--- config.mk ---
export PLATFORM = sky130hd
export DESIGN_NAME = bmc_soft_pipe
export DESIGN_NICKNAME = d
export VERILOG_FILES = /design/src/rtl/bmc_soft_pipe.sv
export SDC_FILE = /design/constraint.sdc
export NUM_CORES = 1
export LEC_CHECK = 0
export CORE_UTILIZATION = 52
export CTS_BUF_LIST = sky130_fd_sc_hd__clkbuf_8
export DETAILED_ROUTE_END_ITERATION = 10
export PLACE_DENSITY = 0.81
export SLEW_MARGIN = 40
export SYNTH_ARGS = -nofsm -noshare
export SYNTH_HDL_FRONTEND = slang
export SYNTH_SLANG_ARGS = --single-unit
export TNS_END_PERCENT = 50
--- constraint.sdc ---
create_clock -name clk -period 2.65 [get_ports clk]
set_input_delay 0.53 -clock clk [delete_from_list [all_inputs] [get_ports clk]]
set_output_delay 0.53 -clock clk [all_outputs]
set_load 0.02 [all_outputs]
--- src/rtl/bmc_soft_pipe.sv ---
// bmc_soft_pipe
// Branch-metric computer for a rate 1/N convolutional decoder. Each accepted
// beat carries N soft symbols; the block produces one metric per code-word
// hypothesis (2^N of them) after two register stages with full
// valid/ready backpressure.
//
// Ports
//   clk        single clock, rising edge
//   rst_n      asynchronous active-low reset
//   in_valid   rx_sym / erase_in / sync are valid this cycle
//   in_ready   block accepts a beat this cycle
//   rx_sym     N soft symbols, symbol j at [j*SW +: SW] (0 = strong 0, MAXV = strong 1)
//   erase_in   per-code-bit external erasure flags
//   sync       accompanying beat is puncture phase 0
//   hard_mode  1 = hard-decision metrics (sampled with each beat)
//   out_valid  bm is valid
//   out_ready  downstream consumes bm this cycle
//   bm         metric for hypothesis h at [h*MW +: MW]
module bmc_soft_pipe #(
    parameter int N        = 2,
    parameter int SW       = 3,
    parameter int PUNC_LEN = 1,
    parameter logic [N*PUNC_LEN-1:0] PUNC_PATTERN = '1,
    localparam int MAXV    = (1 << SW) - 1,
    localparam int MW      = $clog2(N * MAXV + 1)
) (
    input  logic                  clk,
    input  logic                  rst_n,
    input  logic                  in_valid,
    output logic                  in_ready,
    input  logic [N*SW-1:0]       rx_sym,
    input  logic [N-1:0]          erase_in,
    input  logic                  sync,
    input  logic                  hard_mode,
    output logic                  out_valid,
    input  logic                  out_ready,
    output logic [(2**N)*MW-1:0]  bm
);

    localparam int NH = 1 << N;
    localparam int PW = (PUNC_LEN > 1) ? $clog2(PUNC_LEN) : 1;

    logic [PW-1:0]      r_phase;
    logic               r_s1_valid;
    logic [N*SW-1:0]    r_s1_sym;
    logic [N-1:0]       r_s1_erase;
    logic               r_s1_hard;
    logic               r_s2_valid;
    logic [NH*MW-1:0]   r_bm;

    logic               w_s2_load;
    logic               w_in_xfer;
    logic [PW-1:0]      w_phase;
    logic [PW-1:0]      w_phase_next;
    logic [N-1:0]       w_erase;
    logic [MW-1:0]      w_r [N];
    logic [MW-1:0]      w_sum;
    logic [NH*MW-1:0]   w_bm;

    // S2 takes a new value whenever it is empty or being drained; S1 can
    // accept whenever it is empty or moving into S2 this cycle.
    assign w_s2_load = !r_s2_valid || out_ready;
    assign in_ready  = !r_s1_valid || w_s2_load;
    assign w_in_xfer = in_valid && in_ready;
    assign out_valid = r_s2_valid;
    assign bm        = r_bm;

    // A sync beat is forced to phase 0; the following beat continues from 1.
    assign w_phase      = sync ? '0 : r_phase;
    assign w_phase_next = (int'(w_phase) == PUNC_LEN - 1) ? '0 : w_phase + PW'(1);

    // Punctured positions are treated exactly like externally erased bits.
    always_comb begin
        w_erase = erase_in;
        for (int j = 0; j < N; j++) begin
            if (!PUNC_PATTERN[int'(w_phase) * N + j]) begin
                w_erase[j] = 1'b1;
            end
        end
    end

    // Per-hypothesis metric: distance of each kept symbol from the ideal
    // level for that hypothesis bit. Erased bits contribute nothing, so an
    // all-erased beat yields all-zero metrics.
    always_comb begin
        w_bm  = '0;
        w_sum = '0;
        for (int j = 0; j < N; j++) begin
            w_r[j] = '0;
            if (r_s1_hard) begin
                w_r[j] = r_s1_sym[j*SW + SW - 1] ? MW'(MAXV) : '0;
            end else begin
                w_r[j] = MW'(r_s1_sym[j*SW +: SW]);
            end
        end
        for (int h = 0; h < NH; h++) begin
            w_sum = '0;
            for (int j = 0; j < N; j++) begin
                if (!r_s1_erase[j]) begin
                    if (((h >> j) & 1) != 0) begin
                        w_sum = w_sum + (MW'(MAXV) - w_r[j]);
                    end else begin
                        w_sum = w_sum + w_r[j];
                    end
                end
            end
            w_bm[h*MW +: MW] = w_sum;
        end
    end

    // Puncture phase advances only on an accepted beat.
    always_ff @(posedge clk or negedge rst_n) begin
        if (!rst_n) begin
            r_phase <= '0;
        end else if (w_in_xfer) begin
            r_phase <= w_phase_next;
        end
    end

    // Stage 1: raw symbols, effective erase mask and the hard/soft choice.
    always_ff @(posedge clk or negedge rst_n) begin
        if (!rst_n) begin
            r_s1_valid <= 1'b0;
            r_s1_sym   <= '0;
            r_s1_erase <= '0;
            r_s1_hard  <= 1'b0;
        end else if (in_ready) begin
            r_s1_valid <= in_valid;
            if (in_valid) begin
                r_s1_sym   <= rx_sym;
                r_s1_erase <= w_erase;
                r_s1_hard  <= hard_mode;
            end
        end
    end

    // Stage 2: registered metrics; held while downstream stalls.
    always_ff @(posedge clk or negedge rst_n) begin
        if (!rst_n) begin
            r_s2_valid <= 1'b0;
            r_bm       <= '0;
        end else if (w_s2_load) begin
            r_s2_valid <= r_s1_valid;
            if (r_s1_valid) begin
                r_bm <= w_bm;
            end
        end
    end

endmodule

==> results of run 1 <==
[where the power goes]
group	internal, W	switching, W
clock	0.000107	0.000130
sequential	0.000515	0.0000800
combinational	0.000369	0.000360
total	0.000991	0.000570
[final timing paths]
check / start / slack, ps / end / cells past startpoint
max: out_ready / 300 / in_ready / 3
max in group asynchronous: rst_n / 1780 / bm[11]$_DFFE_PN0P_ / 2
min reg2reg: r_s1_sym[4]$_DFFE_PN0P_ / 510 / r_s1_sym[4]$_DFFE_PN0P_ / 1
min: r_s1_sym[4]$_DFFE_PN0P_ / 510 / r_s1_sym[4]$_DFFE_PN0P_ / 1
min in group asynchronous: rst_n / 620 / bm[4]$_DFFE_PN0P_ / 2
max reg2reg: r_s1_hard$_DFFE_PN0P_ / 370 / bm[6]$_DFFE_PN0P_ / 8
[worst max-delay path: cells and delay by family]
family,cells,cell delay (ps)
simple gates,1,180
buf+inv,2,1120
[cell type report]
| class | instances | area [um2] | share of cell area (%) |
|---|---|---|---|
| Sequential cell | 27 | 676 | 34.4 |
| Clock inverter | 1 | 7.51 | 0.382 |
| Clock buffer | 3 | 41.3 | 2.10 |
| Inverter | 13 | 48.8 | 2.48 |
| Multi-Input combinational cell | 99 | 840 | 42.7 |
| Timing Repair Buffer | 32 | 315 | 16.0 |
| Tap cell | 31 | 38.8 | 1.97 |
[routing by layer]
metal / part of all wire (%) / global-route usage, % / vias to the layer above
met5: 0 / 0 / -
met4: 1.1 / 5.23 / 0
met3: 4.1 / 2.95 / 4
met2: 49 / 35.1 / 31
met1: 46 / 24.2 / 550
li1: - / - / 561
[per-stage QoR]
step	instances	power, W	hold WS [ps]
floorplan	141	0.00105	234
global placement	202	0.00131	488
detailed placement	202	0.00134	493
CTS	206	0.00157	514
global route	206	0.00167	520
finish	206	0.00156	512
[cell usage in the layout, fill, tap and decap left out]
cell type and count:
nand2_1 6, xor2_1 2, fa_1 4, o211ai_1 1, buf_4 2, ha_1 13
nor2_4 1, nor3_2 1, mux2i_2 2, a211o_1 1, inv_1 12, a22o_1 4
nand3b_1 2, nor2b_1 5, or2_1 1, nand2_2 1, mux2_4 2, xnor2_1 2
a21oi_1 6, o22ai_1 4, inv_2 1, o22a_1 4, o21ai_0 7, a2bb2oi_1 2
dfrtp_1 27, o21bai_1 2, nor3_1 2, nand2b_1 4, clkbuf_8 3, clkinvlp_4 1
nor2_1 9, clkdlybuf4s50_1 30, mux2_2 11
[sequential cells by signal, summed over array words and instances (netlist names)]
name,flops
r_s1_sym,6
bm,16
r_s1_erase,2
out_valid,1
r_s1_valid,1
r_s1_hard,1
[synth_stat cells, types with 2 or more instances]
library cell and count:
o22ai_1 4, nand2_1 6, fa_1 4, ha_1 13, nor2_1 9, a22o_1 4, nand2b_1 4, a2bb2oi_1 2
o21bai_1 2, mux2_4 2, a21oi_1 6, dfrtp_1 27, mux2_2 11, o21ai_0 7, nand3b_1 2, inv_1 12
xor2_1 2, mux2i_2 2, o22a_1 4, xnor2_1 2, nor2b_1 5, nor3_1 2
[logic make-up after synthesis]
kind of cell	after synthesis	share of synthesized area, %
AOI/OAI and AO/OA	31	13.2
DFF	27	42.8
buffers and inverters	15	4.12
muxes	15	11.5
adders and majority gates	17	15.4
xor gates and xnor gates	4	2.22
and+or+nand+nor	32	10.8
==> flow_summary.json, run 1 <==
{
  "gp_congestion": 0.790,
  "cp.arrival_ps": 1820,
  "max_freq_mhz": 425,
  "slew_viol_final": 0,
  "dr.pass1.iters": 7,
  "viasPerCell": 5.56,
  "grt_pass1_wl_um": 4940,
  "crit_path_cell_trace": "clkdlybuf4s50_1 > nand3b_1 > clkdlybuf4s50_1",
  "die-width_um": 57.1,
  "vias": 1146,
  "pre_cts_ws_ps": 309,
  "cts_resized": 0,
  "yosysSeqAreaShare_pct": 42.8,
  "utilization_pct": 69.5,
  "wl_per_cell_um": 14.0,
  "layout-drive-gt1-share_pct": 14.3,
  "setup_slack_ps": 298,
  "syn_avg_cell_area_um2": 11.2,
  "synth_edf_count": 0,
  "grt_max_degree": 28,
  "clockBufferDepth": 2,
  "port-buffer-count": 30,
  "fin_area_um2": 1970,
  "hold_class": "reg2reg",
  "clock_sinks": 27,
  "drc_errors": 8,
  "hold_viol_final": 0,
  "ys_ff_latch": 27,
  "power.density_nw_per_um2": 794,
  "antennaDiodeCount": 0,
  "yosys-top-cells-area": "dfrtp_1, ha_1, mux2_2, fa_1, inv_1",
  "yosysTopAreaCell": "dfrtp_1",
  "critPathMaxFanout": 3,
  "root_buffer": "clkbuf_8",
  "io_pins": 32,
  "netlist.area_leader.share_pct": 42.8,
  "synthArstFlopShare_pct": 100,
  "cpMostUsedCell": "clkdlybuf4s50_1",
  "finClkSkew_ps": 7.88,
  "grt_overflow": 0,
  "syn_to_final_growth_pct": 24.5,
  "cts_tree": "yes",
  "dieArea_um2": 3260,
  "grt_usage_pct": 19.4,
  "vdd_drop_max_mv": 0.556,
  "numCtsBuffers": 3,
  "maxCapViolations": 0,
  "post-route-period-util_pct": 88.8,
  "holdBufCountCts": 0,
  "power.leakage_nw": 0.874,
  "violations": "DRC",
  "cts_setup_buffers": 0,
  "endpoint_kind": "output pin",
  "fill_cells": 205,
  "critPathLaunchType": "input pin",
  "critPathMaxStageDelay_ps": 630,
  "synth_nets": 172,
  "setup-tns-final_ps": 0,
  "cts_max_level": 1,
  "place_area_um2": 1920,
  "synth_area_um2": 1580,
  "crit_slowest_cell": "clkdlybuf4s50_1",
  "slew_headroom_pct": 60.2,
  "drt_iter0_markers": 36,
  "synth_flop_cell": "dfrtp_1",
  "clock_latency_ps": 270,
  "coreArea_um2": 2830,
  "initial_core_util_pct": 55.9,
  "critical_path_class": "in2out",
  "setup_violations": 0,
  "routed_wirelength_um": 2890,
  "antenna_found_initial": 0,
  "fp.dieH_um": 57.1,
  "rows": 19,
  "synth_warnings": 0,
  "status": "complete, but fails checks",
  "ys_types": 31,
  "clk_pin_slew_ps": 90,
  "dp_hpwl_um": 2270,
  "cp.required_ps": 2120,
  "drtAntennaViolNets": 0,
  "syn_inst": 141,
  "grt_pass1_vias": 1168,
  "layout.nets": 207,
  "rsz0062_at_grt": "false",
  "tightest_slew_ps": 595,
  "period_minus_slack_ps": 2350
}
Power figures use the tool's default switching activity.
==> run 2: changes to the inputs <==
--- a/config.mk
+++ b/config.mk
@@ -5,10 +5,10 @@
 export SDC_FILE = /design/constraint.sdc
 export NUM_CORES = 1
 export LEC_CHECK = 0
-export CORE_UTILIZATION = 52
+export CORE_UTILIZATION = 53
 export CTS_BUF_LIST = sky130_fd_sc_hd__clkbuf_8
 export DETAILED_ROUTE_END_ITERATION = 10
-export PLACE_DENSITY = 0.81
+export PLACE_DENSITY = 0.82
 export SLEW_MARGIN = 40
 export SYNTH_ARGS = -nofsm -noshare
 export SYNTH_HDL_FRONTEND = slang
==> flow_summary.json, run 2 (synthesized netlist as in run 1, its figures left out) <==
{
  "status": "finished clean",
  "cts_tree": "yes",
  "fp.dieH_um": 56.6,
  "slew_headroom_pct": 60.1,
  "drc_errors": 0,
  "layout_commonest_cell": "clkdlybuf4s50_1",
  "critPathMaxFanout": 3,
  "clock_latency_ps": 270,
  "maxCapViolations": 0,
  "wl_met2_um": 1580,
  "io_pins": 32,
  "dieArea_um2": 3200,
  "port-buffer-count": 30,
  "rows": 19,
  "endpoint_kind": "output pin",
  "drt_iter0_markers": 39,
  "power.leakage_nw": 0.874,
  "grt_usage_pct": 21.6,
  "drt-met1-wl_um": 1380,
  "die-width_um": 56.6,
  "antenna_found_initial": 0,
  "grt_pass1_vias": 1171,
  "rsz0062_at_grt": "false",
  "antennaDiodeCount": 0,
  "cts_resized": 0,
  "cp.arrival_ps": 1840,
  "holdBufCountCts": 0,
  "cts_max_level": 1,
  "max_freq_mhz": 421,
  "clockBufferDepth": 2,
  "initial_core_util_pct": 56.8,
  "critPathLaunchType": "input pin",
  "place_area_um2": 1920,
  "drtAntennaViolNets": 0,
  "multi_input_area_um2": 840,
  "fin_area_um2": 1970,
  "layout_common_cells": "clkdlybuf4s50_1, dfrtp_1, ha_1",
  "syn_to_final_growth_pct": 24.5,
  "met3_length_um": 102,
  "fin_cells": 206,
  "largest_reg_flops": 16,
  "grt_overflow": 0,
  "setup-tns-final_ps": 0,
  "utilization_pct": 70.7,
  "gp_congestion": 0.818,
  "tightest_slew_ps": 597,
  "placed_cells": 202,
  "seqCellArea_um2": 676,
  "cp.required_ps": 2120,
  "grt_max_degree": 28,
  "hold_viol_final": 0,
  "dp_hpwl_um": 2380,
  "slew_viol_final": 0,
  "vias": 1157,
  "grt_pass1_wl_um": 5280,
  "wl_per_cell_um": 15.0,
  "power.density_nw_per_um2": 799,
  "clk_pin_slew_ps": 90,
  "post-route-period-util_pct": 89.6,
  "layout-drive-gt1-share_pct": 14.3,
  "clock_sinks": 27,
  "fin_hold_ws_ps": 513,
  "layout.nets": 207,
  "viasPerCell": 5.62,
  "vdd_drop_max_mv": 0.745,
  "hold_class": "reg2reg",
  "period_minus_slack_ps": 2370,
  "dr.pass1.iters": 4,
  "coreArea_um2": 2780,
  "finClkSkew_ps": 2.10,
  "fill_cells": 210,
  "cts_setup_buffers": 0,
  "top_layer": "met4",
  "root_buffer": "clkbuf_8",
  "critical_path_class": "in2out",
  "routed_wirelength_um": 3090,
  "numCtsBuffers": 3,
  "setup_violations": 0
}
run 2: cell counts in the layout (fill, tap and decap cells not counted):
Identical to the previous run, type by type.
run 2: layer usage:
layer / GRT usage (%) / vias up
met5: 0 / -
met1: 27.9 / 569
met4: 6.27 / 0
met3: 2.76 / 5
met2: 37.6 / 31
li1: - / 552
run 2: per-stage QoR:
stage	setup WS, ps	power (W)
2_1_floorplan	480	0.00105
3_3_place_gp	320	0.00131
3_5_place_dp	282	0.00134
4_1_cts	279	0.00158
5_1_grt	166	0.00166
6_report	277	0.00157
run 2: final timing paths:
kind	startpoint	endpoint	slack [ps]	cells after the start
min reg2reg	bm[7]$_DFFE_PN0P_	bm[7]$_DFFE_PN0P_	510	1
max	out_ready	in_ready	280	3
max reg2reg	r_s1_hard$_DFFE_PN0P_	bm[5]$_DFFE_PN0P_	300	8
max in group asynchronous	rst_n	bm[2]$_DFFE_PN0P_	1770	2
min in group asynchronous	rst_n	bm[3]$_DFFE_PN0P_	620	2
min	bm[7]$_DFFE_PN0P_	bm[7]$_DFFE_PN0P_	510	1
run 2: critical path, stage by stage:
cell             delay, ps
clkdlybuf4s50_1        510
nand3b_1               180
clkdlybuf4s50_1        620
run 2: power by group:
| part | leakage, nW | total [W] | internal [W] | switching [W] |
|---|---|---|---|---|
| clock network | 0.0217 | 0.000239 | 0.000107 | 0.000132 |
| logic | 0.528 | 0.000737 | 0.000370 | 0.000367 |
| registers | 0.324 | 0.000595 | 0.000515 | 0.0000798 |
run 2: area by class of cell:
cell class	count	area share, %
multi-input combinational	99	42.7
sequential	27	34.4
timing repair buffer	32	16.0
inverter	13	2.48
clock buffer	3	2.10
tap	31	1.97
clock inverter	1	0.382
